**config.mk**
```make
export PLATFORM = sky130hd
export DESIGN_NAME = mem_arbiter
export DESIGN_NICKNAME = d
export VERILOG_FILES = /design/src/rtl/mem_arb_pkg.sv /design/src/rtl/mem_arb_pick.sv /design/src/rtl/mem_arbiter.sv
export SDC_FILE = /design/constraint.sdc
export NUM_CORES = 1
export LEC_CHECK = 0
export CELL_PAD_IN_SITES_DETAIL_PLACEMENT = 0
export CELL_PAD_IN_SITES_GLOBAL_PLACEMENT = 1
export CORE_UTILIZATION = 32
export CTS_CLUSTER_DIAMETER = 60
export DETAILED_ROUTE_END_ITERATION = 8
export PLACE_DENSITY = 0.93
export SETUP_SLACK_MARGIN = 0.3
export SLEW_MARGIN = 20
export SYNTH_ARGS = -nofsm -noshare
export SYNTH_HDL_FRONTEND = slang
export SYNTH_SLANG_ARGS = --single-unit
```
**constraint.sdc**
```tcl
create_clock -name clk -period 2.6 [get_ports clk]
set_clock_uncertainty 0.05 [all_clocks]
set_input_delay 0.52 -clock clk [delete_from_list [all_inputs] [get_ports clk]]
set_output_delay 0.52 -clock clk [all_outputs]
set_load 0.02 [all_outputs]
```
**src/rtl/mem_arb_pkg.sv**
```systemverilog
// Shared types and constants for the instruction/data memory arbiter.
package mem_arb_pkg;

    localparam int XLEN = 32;

    // Number of consecutive data grants tolerated while a fetch is waiting.
    localparam logic [2:0] STARVE_LIMIT = 3'd4;

    typedef enum logic [1:0] {
        IDLE  = 2'd0,
        ADDR  = 2'd1,
        RDATA = 2'd2,
        RESP  = 2'd3
    } state_t;

    typedef enum logic {
        REQ_IF = 1'b0,
        REQ_DM = 1'b1
    } req_id_t;

    // Saturating increment for the 3-bit starvation counter.
    function automatic logic [2:0] sat_inc3(input logic [2:0] v);
        return (v == 3'd7) ? v : v + 3'd1;
    endfunction

endpackage

```
**src/rtl/mem_arb_pick.sv**
```systemverilog
// Combinational winner selection: data side normally wins, but a fetch that
// has been passed over STARVE_LIMIT times in a row is served next.
module mem_arb_pick
    import mem_arb_pkg::*;
(
    input  logic       if_req,
    input  logic       dm_req,
    input  logic [2:0] starve_cnt,
    output logic       winner
);

    // Winner is encoded with req_id_t values (REQ_DM / REQ_IF).
    always_comb begin
        winner = REQ_IF;
        if (if_req && (starve_cnt == STARVE_LIMIT)) begin
            winner = REQ_IF;
        end else if (dm_req) begin
            winner = REQ_DM;
        end else begin
            winner = REQ_IF;
        end
    end

endmodule

```
**src/rtl/mem_arbiter.sv**
```systemverilog
// Two-requester memory arbiter: merges a fetch port and a data port onto a
// single request/ack/rvalid memory interface, one transaction at a time.
module mem_arbiter
    import mem_arb_pkg::*;
(
    input  logic            clk,
    input  logic            rst_n,

    input  logic            if_req,
    input  logic [XLEN-1:0] if_addr,
    output logic [XLEN-1:0] if_rdata,
    output logic            if_done,

    input  logic            dm_req,
    input  logic [3:0]      dm_we,
    input  logic [XLEN-1:0] dm_addr,
    input  logic [XLEN-1:0] dm_wdata,
    output logic [XLEN-1:0] dm_rdata,
    output logic            dm_done,

    output logic            mem_req,
    output logic [XLEN-1:0] mem_addr,
    output logic [3:0]      mem_we,
    output logic [XLEN-1:0] mem_wdata,
    input  logic            mem_ack,
    input  logic            mem_rvalid,
    input  logic [XLEN-1:0] mem_rdata,

    output logic            stall
);

    state_t          state_q, state_d;
    req_id_t         owner_q, owner_d;
    logic [2:0]      starve_cnt_q, starve_cnt_d;
    logic            mem_req_q, mem_req_d;
    logic [XLEN-1:0] mem_addr_q, mem_addr_d;
    logic [3:0]      mem_we_q, mem_we_d;
    logic [XLEN-1:0] mem_wdata_q, mem_wdata_d;
    logic            if_done_q, if_done_d;
    logic            dm_done_q, dm_done_d;
    logic [XLEN-1:0] if_rdata_q, if_rdata_d;
    logic [XLEN-1:0] dm_rdata_q, dm_rdata_d;

    logic            pick_winner;

    mem_arb_pick u_pick (
        .if_req     (if_req),
        .dm_req     (dm_req),
        .starve_cnt (starve_cnt_q),
        .winner     (pick_winner)
    );

    // Next-state, payload latching, read-data capture and done generation.
    always_comb begin
        state_d      = state_q;
        owner_d      = owner_q;
        starve_cnt_d = starve_cnt_q;
        mem_req_d    = mem_req_q;
        mem_addr_d   = mem_addr_q;
        mem_we_d     = mem_we_q;
        mem_wdata_d  = mem_wdata_q;
        if_done_d    = 1'b0;
        dm_done_d    = 1'b0;
        if_rdata_d   = if_rdata_q;
        dm_rdata_d   = dm_rdata_q;

        unique case (state_q)
            IDLE: begin
                if (if_req || dm_req) begin
                    mem_req_d = 1'b1;
                    state_d   = ADDR;
                    if (pick_winner == REQ_DM) begin
                        owner_d     = REQ_DM;
                        mem_addr_d  = dm_addr;
                        mem_we_d    = dm_we;
                        mem_wdata_d = dm_wdata;
                        if (if_req) begin
                            starve_cnt_d = sat_inc3(starve_cnt_q);
                        end
                    end else begin
                        owner_d      = REQ_IF;
                        mem_addr_d   = if_addr;
                        mem_we_d     = 4'b0000;
                        mem_wdata_d  = '0;
                        starve_cnt_d = 3'd0;
                    end
                end
            end

            ADDR: begin
                if (mem_ack) begin
                    mem_req_d = 1'b0;
                    if (mem_we_q != 4'b0000) begin
                        state_d = RESP;
                    end else if (mem_rvalid) begin
                        state_d = RESP;
                        if (owner_q == REQ_DM) begin
                            dm_rdata_d = mem_rdata;
                        end else begin
                            if_rdata_d = mem_rdata;
                        end
                    end else begin
                        state_d = RDATA;
                    end
                    if (state_d == RESP) begin
                        if_done_d = (owner_q == REQ_IF);
                        dm_done_d = (owner_q == REQ_DM);
                    end
                end
            end

            RDATA: begin
                if (mem_rvalid) begin
                    state_d = RESP;
                    if (owner_q == REQ_DM) begin
                        dm_rdata_d = mem_rdata;
                        dm_done_d  = 1'b1;
                    end else begin
                        if_rdata_d = mem_rdata;
                        if_done_d  = 1'b1;
                    end
                end
            end

            RESP: begin
                state_d = IDLE;
            end

            default: begin
                state_d = IDLE;
            end
        endcase
    end

    // State and datapath registers; reset abandons any in-flight access.
    always_ff @(posedge clk or negedge rst_n) begin
        if (!rst_n) begin
            state_q      <= IDLE;
            owner_q      <= REQ_IF;
            starve_cnt_q <= 3'd0;
            mem_req_q    <= 1'b0;
            mem_addr_q   <= '0;
            mem_we_q     <= 4'b0000;
            mem_wdata_q  <= '0;
            if_done_q    <= 1'b0;
            dm_done_q    <= 1'b0;
            if_rdata_q   <= '0;
            dm_rdata_q   <= '0;
        end else begin
            state_q      <= state_d;
            owner_q      <= owner_d;
            starve_cnt_q <= starve_cnt_d;
            mem_req_q    <= mem_req_d;
            mem_addr_q   <= mem_addr_d;
            mem_we_q     <= mem_we_d;
            mem_wdata_q  <= mem_wdata_d;
            if_done_q    <= if_done_d;
            dm_done_q    <= dm_done_d;
            if_rdata_q   <= if_rdata_d;
            dm_rdata_q   <= dm_rdata_d;
        end
    end

    // Output wiring; stall freezes the CPU while either side is waiting.
    always_comb begin
        mem_req   = mem_req_q;
        mem_addr  = mem_addr_q;
        mem_we    = mem_we_q;
        mem_wdata = mem_wdata_q;
        if_done   = if_done_q;
        dm_done   = dm_done_q;
        if_rdata  = if_rdata_q;
        dm_rdata  = dm_rdata_q;
        stall     = (if_req & ~if_done_q) | (dm_req & ~dm_done_q);
    end

endmodule

```
Word-level counts from Yosys, hierarchy flattened:

Cells that the tools add are included.

* output and inout bits: 136
* register bits after elaboration: 141
* input port bits: 138

* bitwise operators: 6
* mux-type cells: 40
* reduce and logical (&&, ||, !) cells: 11
* equality and inequality tests: 12
* add/sub/neg operators: 1

Operators with widths (count)
* $mux W32: 10
* $pmux W32 S2: 2
* $mux W1: 15
* $ne A2 B2 Y1 const B: 6
* $mux W2: 5
* $mux W3: 3
* $reduce_and A3 Y1: 3
* $pmux W2 S4: 1
* $eq A2 B2 Y1 const B: 3
* $eq A3 B3 Y1 const B: 2
* $pmux W1 S2: 3
* $mux W4: 1
* $reduce_and A4 Y1: 1
* $reduce_bool A2 Y1: 2
* $reduce_bool A4 Y1: 1
* $add A3 B1 Y3 const B: 1
* $not A1 Y1: 3
* $and A1 B1 Y1: 2
* $eq A2 B1 Y1 const B: 1
* $logic_not A2 Y1: 1
* $reduce_and A2 Y1: 1
* $logic_and A1 B1 Y1: 1
* $logic_or A1 B1 Y1: 1
* $or A1 B1 Y1: 1

Depth between registers and ports, before layout:

Gate-level depths: netlist (run 1).

* depth in word-level cells: 8
* mapped depth: 7

Cells and area by module:

A second synthesis (run 1) with hierarchy kept.

* cell total of the unflattened synthesis: 491
* area total of the unflattened synthesis: 5916.9 µm²

Modules (own cells, without submodules)
* mem_arbiter: area an instance 5904.4 µm², seq. area each 3528.4 µm², cells an instance 489, instances 1
* mem_arb_pick: area an instance 12.5 µm², seq. area each 0.0 µm², cells an instance 2, instances 1

Worst setup path before layout (run 1):

Ideal clock, no wire load.

* path type: flip-flop to flip-flop
* start point: register mem_we_q[1], in the netlist mem_we[1]
* end point: register if_rdata_q[10], in the netlist if_rdata[10]
* data required time: 2.425 ns
* stages on the path, launching flop included: 5
* path slack: 0.419 ns
* setup time: 0.125 ns
* data arrival time: 2.006 ns
* buffers on the path: 1
* cells stage by stage: dfrtp_1 > or4_4 > a2111o_1 > buf_6 > mux2_4

* word-level cells in the longest chain between the ends: 3

Ends and longest elaborated chain
* start, declared: line mem_arbiter.sv:37 `logic [3:0] mem_we_q, mem_we_d;`
* start signal, assigned: line mem_arbiter.sv:155 `mem_we_q <= mem_we_d;`
* $reduce_bool A4 Y1: line mem_arbiter.sv:93 `if (mem_we_q != 4'b0000) begin`
* $ne A2 B2 Y1 (no source line)
* $reduce_and A3 Y1 (no source line)
* end signal, assigned: line mem_arbiter.sv:159 `if_rdata_q <= if_rdata_d;`
* end, declared: line mem_arbiter.sv:41 `logic [XLEN-1:0] if_rdata_q, if_rdata_d;`

No other way between the ends.
A chain may end at the register's enable or synchronous reset.

Final worst setup path (run 1):

* start point: register mem_we_q[1], in the netlist mem_we[1]
* end point: register if_rdata_q[3], in the netlist if_rdata[3]

Same word-level chain as after synthesis.

==> impl_metrics.json, run 1 <==
{
  "outcome": "finished, final reports clean",
  "clock_path_buffers": 2,
  "grt_pass1_wl_microns": 25600,
  "endpoint": "if_rdata[3]",
  "min_path_type": "primary input to async pin",
  "worst_hold_slack_ns": 0.0413,
  "synth_edf_count": 0,
  "min_period_over_period_pct": 85.1,
  "wl_met2_microns": 8050,
  "drive_above_1_share_pct": 16.8,
  "cts_buffers": 17,
  "coreArea_sq_um": 18000,
  "required_ns": 2.84,
  "critPathCaptureType": "register",
  "initial_utilization_pct": 32.7,
  "yosysUniqueCellTypes": 34,
  "tns_ns": 0,
  "instances_no_fill": 975,
  "place.gp.congestion": 0.755,
  "rsz0062_at_grt": "false",
  "ys_warn_count": 0,
  "synth_fp_nets": 601,
  "antenna_found_initial": 0,
  "final_max_slew_viol_count": 0,
  "vdd_drop_max_v": 0.000688,
  "syn_to_final_growth_pct": 62.1,
  "synth_common_cells": "dfrtp_1 (141), nand2_1 (67), a22o_1 (38)",
  "reg2reg_slack_ns": 0.39,
  "ant_nets": 0,
  "post_cts_buffers": 0,
  "fin_nets": 878,
  "hold_viol": 0,
  "grt_max_degree": 59,
  "io_pins": 274,
  "syn_inst": 456,
  "synth.most_common_cell": "dfrtp_1",
  "root_buffer": "clkbuf_16",
  "reg2regPathDepth": 4,
  "vias": 4803,
  "gr-total-overflow": 0,
  "arrival_ns": 2.45,
  "path_max_fanout": 27,
  "drc_errors": 0,
  "syn_area_sq_um": 5900,
  "crit_path_start": "mem_we[1]",
  "dr.pass1.iters": 4,
  "critPathLaunchType": "register",
  "worst_pin_slew_ns": 0.583,
  "totalWireLength_microns": 16200,
  "cts_tree": "built",
  "drt-met1-wl_microns": 6840,
  "ys_ff_latch": 141,
  "synth.largest_area_cell": "dfrtp_1",
  "seq_area_frac_synth_pct": 59.8,
  "hpwl_microns": 11500,
  "fin_crit_ns": 2.21,
  "synthTopCellsByArea": "dfrtp_1 (60%), mux2_4 (7.6%), mux2_2 (6.5%)",
  "drv_cap": 0,
  "max_freq_ghz": 0.452,
  "p_leak_uw": 0.00409,
  "hold_buffers": 0,
  "p_per_area_nw_per_um2": 1270,
  "slew_headroom_pct": 61.1,
  "h-tree-depth": 4,
  "yosysTopAreaCellShare_pct": 59.8,
  "die_area_sq_um": 19000,
  "dp_cells": 943,
  "wl_per_cell_microns": 16.7,
  "finalSetupViolCount": 0,
  "first_global_vias": 4837,
  "r2r_end": "if_rdata[3]",
  "diodes": 0,
  "io_buffers": 273,
  "drt-initial-drc-count": 145,
  "vias_per_cell": 4.93,
  "wl_met3_microns": 1060,
  "synthFlopType": "dfrtp_1",
  "row_count": 49,
  "synth_area_per_cell_sq_um": 12.9,
  "routed.top_layer": "met4",
  "fin_util_pct": 53.0,
  "clkTransAtPathRegs_ns": 0.07,
  "dieWidth_microns": 138,
  "worstSkewPairLatency_ns": 0.42,
  "track_usage_pct": 17.7,
  "reg2reg_from": "mem_we[1]",
  "crit_type": "register to register",
  "clock_sinks": 141,
  "fp.dieH_microns": 138,
  "synthArstFlopShare_pct": 100
}
## worst max-delay path, cell delays in order (launching register included)
cell and delay, ns:
dfrtp_1 0.41, or4_4 0.61, a2111o_2 0.49, buf_12 0.20, mux2_4 0.31
## worst min-delay path by stage
stage | from | end | slack, ns | cells past startpoint
2_1_floorplan | rst_n | dm_done | 0.17 | 0
3_3_place_gp | dm_rdata[5] | dm_rdata[5] | 0.42 | 1
3_5_place_dp | dm_rdata[6] | dm_rdata[6] | 0.43 | 1
4_1_cts | rst_n | dm_rdata[25] | 0.04 | 1
5_1_grt | rst_n | dm_rdata[21] | 0.07 | 1
6_report | rst_n | mem_addr[30] | 0.04 | 1
## placed cells by master (no fill, tap or decap), drive strengths merged, types with 4 or more instances in the layout
cell and instances:
dfrtp 141, ha 7, buf 20, clkdlybuf4s50 271, nand4 32, clkbuf 17, inv 17, clkinv 6
o211ai 33, a21oi 4, mux2 66, nand2 67, a22o 38
## cell type report
cell class,count,area (sq um)
Sequential cell,141,3530
Inverter,9,33.8
Clock inverter,15,130
Clock buffer,17,425
Multi-Input combinational cell,272,2200
Tap cell,229,287
Timing Repair Buffer,292,2950
Fill cell,1515,8470
## sequential cells by signal, indices dropped and copies added, names as in the netlist
| name | cells |
|---|---|
| dm_done | 1 |
| dm_rdata | 32 |
| if_done | 1 |
| if_rdata | 32 |
| mem_addr | 32 |
| mem_req | 1 |
| mem_wdata | 32 |
| mem_we | 4 |
| owner_q | 1 |
| starve_cnt_q | 3 |
| state_q | 2 |
## per-layer routing
metal	track usage (%)	vias up
met4	6.64	0
met3	4.89	19
met2	28.5	193
li1	-	2223
met1	22.5	2368
met5	0	-
## logic make-up (layout without fill, tap and decap cells)
logic type | Yosys count | in the layout | synth area share (%)
DFF | 141 | 141 | 59.8
and+or+nand+nor | 113 | 113 | 9.25
AOI/OAI and AO/OA | 85 | 85 | 11.5
muxes | 67 | 67 | 14.7
buffers and inverters | 43 | 333 | 3.18
adders and majority gates | 7 | 7 | 1.49
## power by group
| group | internal (uW) | switching, uW | leakage [uW] |
|---|---|---|---|
| Clock | 1260 | 1030 | 0.000275 |
| Combinational | 3140 | 2830 | 0.00208 |
| Sequential | 3240 | 596 | 0.00174 |
| Total | 7640 | 4460 | 0.00409 |
## stage by stage
| step | area [sq um] | power [uW] | setup WS, ns |
|---|---|---|---|
| after global placement | 9000 | 9770 | 0.212 |
| after detailed placement | 9000 | 9880 | 0.187 |
| after floorplan | 5900 | 6990 | 0.419 |
| after CTS | 9560 | 12200 | 0.336 |
| after global routing | 9560 | 12800 | 0.342 |
| final | 9560 | 12100 | 0.386 |
## what timing repair did
action / CTS / global route
pin swaps: 0 / 1
setup endpoints to repair: 1 / 32
gates resized for setup: 1 / 1
endpoints found under the hold margin: 0 / 0
(Power assumes the default switching activity.)
==> run 2, diff against run 1 <==
==> constraint.sdc (replaced) <==
create_clock -name clk -period 2.6 [get_ports clk]
set_clock_uncertainty 0.05 [all_clocks]
set_input_delay 0.52 -clock clk [delete_from_list [all_inputs] [get_ports clk]]
set_output_delay 0.52 -clock clk [all_outputs]
set_load 0.005 [all_outputs]
==> run 2 against run 1 <==
Net effect: worst setup slack lost 0.033 ns; die area did not move; power down 8.6%; clock power up 4%; first-iteration DRC count rose by 64%; fmax fell by 1.5%; hold slack worse by 0.0047 ns; core utilization grew 0.11 points; final cell count grew 0.10%; cell area grew 0.21%; count of clock-buffer cells in the layout unchanged; register-to-register slack worse by 0.03 ns; critical path type unchanged; critical endpoint is now if_rdata[16].
==> impl_metrics.json, run 2 (synthesis results as in run 1) <==
{
  "max_freq_ghz": 0.445,
  "row_count": 49,
  "wl_per_cell_microns": 16.9,
  "grt_busiest_layer": "met2",
  "path_max_fanout": 32,
  "worst_pin_slew_ns": 0.601,
  "crit_type": "register to register",
  "cts_buffers": 17,
  "io_buffers": 273,
  "critPathCaptureType": "register",
  "worst_hold_slack_ns": 0.0366,
  "clkPwrFrac_pct": 21.6,
  "initial_utilization_pct": 32.7,
  "fin_nets": 879,
  "cp_cell_sequence": "or4_4 -> a2111o_2 -> buf_12 -> mux2_4",
  "power_switching_uw": 3320,
  "p_leak_uw": 0.00410,
  "grt_use_met3_pct": 5.56,
  "cts_tree": "built",
  "dieWidth_microns": 138,
  "p_int_uw": 7730,
  "reg2regPathDepth": 4,
  "ant_nets": 0,
  "totalWireLength_microns": 16400,
  "post_cts_buffers": 0,
  "final_cell_mix": "clkdlybuf4s50_1 (271), dfrtp_1 (141), nand2_1 (67), a22o_1 (38), mux2_2 (34)",
  "first_global_vias": 4933,
  "drv_cap": 0,
  "drc_errors": 0,
  "reg2reg_from": "mem_we[1]",
  "fin_crit_ns": 2.25,
  "antenna_found_initial": 0,
  "reg2reg_slack_ns": 0.35,
  "seqPwrFrac_pct": 34.7,
  "tns_ns": 0,
  "drt-initial-drc-count": 238,
  "h-tree-depth": 4,
  "die_area_sq_um": 19000,
  "vias": 4765,
  "place.gp.congestion": 0.760,
  "io_pins": 274,
  "worstSkewPairLatency_ns": 0.42,
  "p_sw_share_pct": 30.0,
  "min_path_type": "primary input to async pin",
  "finalSetupViolCount": 0,
  "arrival_ns": 2.49,
  "track_usage_pct": 17.6,
  "p_per_area_nw_per_um2": 1150,
  "slowest_stage": "or4_4",
  "met1_usage_pct": 20.8,
  "crit_family": "simple AND/OR/NAND/NOR gates",
  "hpwl_microns": 11600,
  "layout_commonest_cell": "clkdlybuf4s50_1",
  "met2_usage_pct": 29.8,
  "fill_cells": 1569,
  "critPathLaunchType": "register",
  "hold_buffers": 0,
  "final_max_slew_viol_count": 0,
  "cp_slowest_stage_delay_ns": 0.60,
  "rsz0062_at_grt": "false",
  "coreArea_sq_um": 18000,
  "drive_above_1_share_pct": 17.0,
  "path_buf_inv": 1,
  "dr.pass1.iters": 4,
  "clkTransAtPathRegs_ns": 0.06,
  "root_buffer": "clkbuf_16",
  "vdd_drop_max_v": 0.000584,
  "clock_path_buffers": 2,
  "min_period_over_period_pct": 86.4,
  "clock_sinks": 141,
  "grt_max_degree": 60,
  "diodes": 0,
  "r2r_end": "if_rdata[16]",
  "vias_per_cell": 4.88,
  "syn_to_final_growth_pct": 62.5,
  "path_depth": 4,
  "crit_path_start": "mem_we[1]",
  "required_ns": 2.85,
  "outcome": "finished, final reports clean",
  "grt_pass1_wl_microns": 25600,
  "hold_viol": 0,
  "fp.dieH_microns": 138,
  "slew_headroom_pct": 59.9,
  "gr-total-overflow": 0,
  "power_frac_comb_pct": 43.7
}
## run 2: through the flow
step / setup WS, ns / cells / power (uW) / utilization, % / cell area (sq um)
2_1_floorplan: 0.502 / 456 / 5850 / - / 5900
3_3_place_gp: 0.235 / 944 / 8630 / 49.9 / 9000
3_5_place_dp: 0.182 / 944 / 8750 / 49.9 / 9000
4_1_cts: 0.308 / 976 / 11200 / 53.1 / 9570
5_1_grt: 0.305 / 976 / 11800 / 53.1 / 9580
6_report: 0.353 / 976 / 11100 / 53.1 / 9580
## run 2: how the worst max path moves through the flow
stage | end | slack (ns)
global route | if_rdata[8] | 0.30
finish | if_rdata[16] | 0.35
global placement | if_rdata[25] | 0.24
detailed placement | if_rdata[16] | 0.18
CTS | if_rdata[16] | 0.31
floorplan | if_rdata[10] | 0.50
## run 2: power by group through the flow
stage | sequential [uW] | combinational (uW) | clock, uW
3_3_place_gp | 3830 | 4790 | 0
2_1_floorplan | 3880 | 1970 | 0
4_1_cts | 3840 | 4900 | 2450
5_1_grt | 3980 | 5240 | 2550
3_5_place_dp | 3850 | 4900 | 0
6_report | 3830 | 4840 | 2380
## run 2: repair_timing
item	in CTS	in global routing
setup endpoints to repair	1	32
pin swaps	0	0
gates resized for setup	1	2
## run 2: cell type report
class / instances / area [sq um] / share of cell area [%]
clock buffers: 17 / 425 / 4.44
clock inverters: 15 / 151 / 1.58
inverters: 9 / 33.8 / 0.353
multi-input cells: 272 / 2210 / 23.1
flip-flops and latches: 141 / 3530 / 36.8
well taps: 229 / 287 / 2.99
repair buffers: 293 / 2950 / 30.7
## run 2: per-layer routing
| layer | up-vias | routed length (microns) |
|---|---|---|
| li1 | 2222 | - |
| met1 | 2348 | 6760 |
| met2 | 174 | 8220 |
| met3 | 21 | 1160 |
| met4 | 0 | 306 |
| met5 | - | 0 |
==> run 3, diff against run 2 <==
--- a/config.mk
+++ b/config.mk
@@ -7,11 +7,12 @@
 export LEC_CHECK = 0
 export CELL_PAD_IN_SITES_DETAIL_PLACEMENT = 0
 export CELL_PAD_IN_SITES_GLOBAL_PLACEMENT = 1
+export CORE_MARGIN = 2
 export CORE_UTILIZATION = 32
 export CTS_CLUSTER_DIAMETER = 60
 export DETAILED_ROUTE_END_ITERATION = 8
 export PLACE_DENSITY = 0.93
-export SETUP_SLACK_MARGIN = 0.3
+export SETUP_SLACK_MARGIN = 0.02
 export SLEW_MARGIN = 20
 export SYNTH_ARGS = -nofsm -noshare
 export SYNTH_HDL_FRONTEND = slang
==> run 3 against run 2 <==
Net effect: hold slack lost 0.023 ns; cell area shrank 0.10%; power grew 0.98%; non-clock buffer count shrank 4; register-to-register slack is essentially flat; critical path type is now primary input to output pin; final cell count shrank 0.41%; sequential power is essentially flat; largest power group unchanged; die area grew 2.9%; routed wire length grew 3.5%.
==> impl_metrics.json, run 3 (synthesis results as in run 1) <==
{
  "hold_buffers": 0,
  "min_path_type": "primary input to async pin",
  "cp_cell_sequence": "clkdlybuf4s50_1 -> inv_1 -> o22ai_1 -> clkdlybuf4s50_1",
  "antenna_found_initial": 0,
  "drv_cap": 0,
  "crit_path_frequent_cell": "clkdlybuf4s50_1",
  "outcome": "finished, final reports clean",
  "vias_per_cell": 4.95,
  "totalWireLength_microns": 17000,
  "drt-initial-drc-count": 200,
  "reg2reg_from": "state_q[1]",
  "rsz0062_at_grt": "false",
  "slew_headroom_pct": 64.9,
  "arrival_ns": 1.74,
  "layout_commonest_cell": "clkdlybuf4s50_1",
  "dieWidth_microns": 140,
  "hold_viol": 0,
  "gr-total-overflow": 0,
  "worstSkewPairLatency_ns": 0.41,
  "critPathCaptureType": "output pin",
  "critPathLaunchType": "primary input",
  "fp.dieH_microns": 140,
  "cp_slowest_stage_delay_ns": 0.52,
  "clkTransAtPathRegs_ns": 0.06,
  "wl_per_cell_microns": 17.5,
  "vias": 4814,
  "worst_pin_slew_ns": 0.526,
  "grt_max_degree": 54,
  "max_freq_ghz": 0.432,
  "clock_sinks": 141,
  "io_pins": 274,
  "slowest_stage": "clkdlybuf4s50_1",
  "power_uw": 11200,
  "drive_above_1_share_pct": 16.2,
  "drc_errors": 0,
  "grt_pass1_wl_microns": 27300,
  "row_count": 49,
  "worst_hold_slack_ns": 0.0133,
  "crit_type": "primary input to output pin",
  "fin_nets": 875,
  "final_max_slew_viol_count": 0,
  "post_cts_buffers": 0,
  "coreArea_sq_um": 18000,
  "vdd_drop_max_v": 0.000664,
  "h-tree-depth": 4,
  "cts_buffers": 17,
  "track_usage_pct": 17.6,
  "syn_to_final_growth_pct": 62.3,
  "io_buffers": 273,
  "fin_crit_ns": 2.31,
  "first_global_vias": 4927,
  "diodes": 0,
  "min_period_over_period_pct": 88.9,
  "ant_nets": 0,
  "p_leak_uw": 0.00410,
  "p_per_area_nw_per_um2": 1170,
  "hpwl_microns": 12000,
  "crit_path_start": "dm_req",
  "tns_ns": 0,
  "root_buffer": "clkbuf_16",
  "final_cell_mix": "clkdlybuf4s50_1 (272), dfrtp_1 (141), nand2_1 (67), a22o_1 (38), mux2_2 (34)",
  "path_max_fanout": 3,
  "required_ns": 2.03,
  "cts_resized": 0,
  "cts_tree": "built",
  "place.gp.congestion": 0.765,
  "clock_path_buffers": 2,
  "die_area_sq_um": 19500,
  "dr.pass1.iters": 4,
  "finalSetupViolCount": 0,
  "initial_utilization_pct": 32.7
}
## run 3: changes by cell type in the layout (fill, tap and decap cells not counted), moves of 3 or more
cell	previous run	this run
inv_8	4	0
clkinv_4	1	5
clkbuf_8	0	3
clkinvlp_4	3	0
## run 3: metrics by stage
stage,util [%],cell area (sq um),std cells,setup WS [ns]
6_report,53.1,9570,972,0.287
5_1_grt,53.1,9570,972,0.198
4_1_cts,53.1,9570,972,0.278
3_5_place_dp,49.6,8940,940,0.185
3_3_place_gp,49.6,8940,940,0.236
2_1_floorplan,-,5900,456,0.502
## run 3: where the power goes
group | internal (uW) | total, uW | leakage (uW) | switching (uW)
clock | 1600 | 2550 | 0.000308 | 948
combinational | 3080 | 4770 | 0.00206 | 1700
sequential | 3240 | 3840 | 0.00174 | 601
## run 3: worst paths after layout
kind | endpoint | slack, ns | cells past startpoint
setup / recovery | stall | 0.29 | 4
hold / removal | mem_addr[17] | 0.01 | 1
setup reg to reg | if_rdata[7] | 0.35 | 6
hold reg to reg | dm_rdata[5] | 0.44 | 1
max in group asynchronous | if_rdata[0] | 1.85 | 2
min in group clk | dm_rdata[5] | 0.44 | 1
## run 3: worst max-delay path: cells and delay by family
family / cells / cell delay, ns
AO/OA/AOI/OAI: 1 / 0.14
buffers and inverters: 3 / 1.08
## run 3: cell type report
class	instances	area, sq um
Inverter	9	33.8
Multi-Input combinational cell	272	2200
Timing Repair Buffer	289	2890
Sequential cell	141	3530
Clock inverter	11	156
Tap cell	229	287
Fill cell	1523	8460
Clock buffer	21	470
## run 3: per-layer routing
metal / routed length [microns] / track usage, % / up-vias / part of all wire (%)
met5: 0 / 0 / - / 0
met4: 446 / 6.32 / 0 / 2.6
met3: 1350 / 6.16 / 32 / 7.9
met2: 8370 / 28.4 / 205 / 49
met1: 6870 / 21.8 / 2361 / 40
li1: - / - / 2216 / -
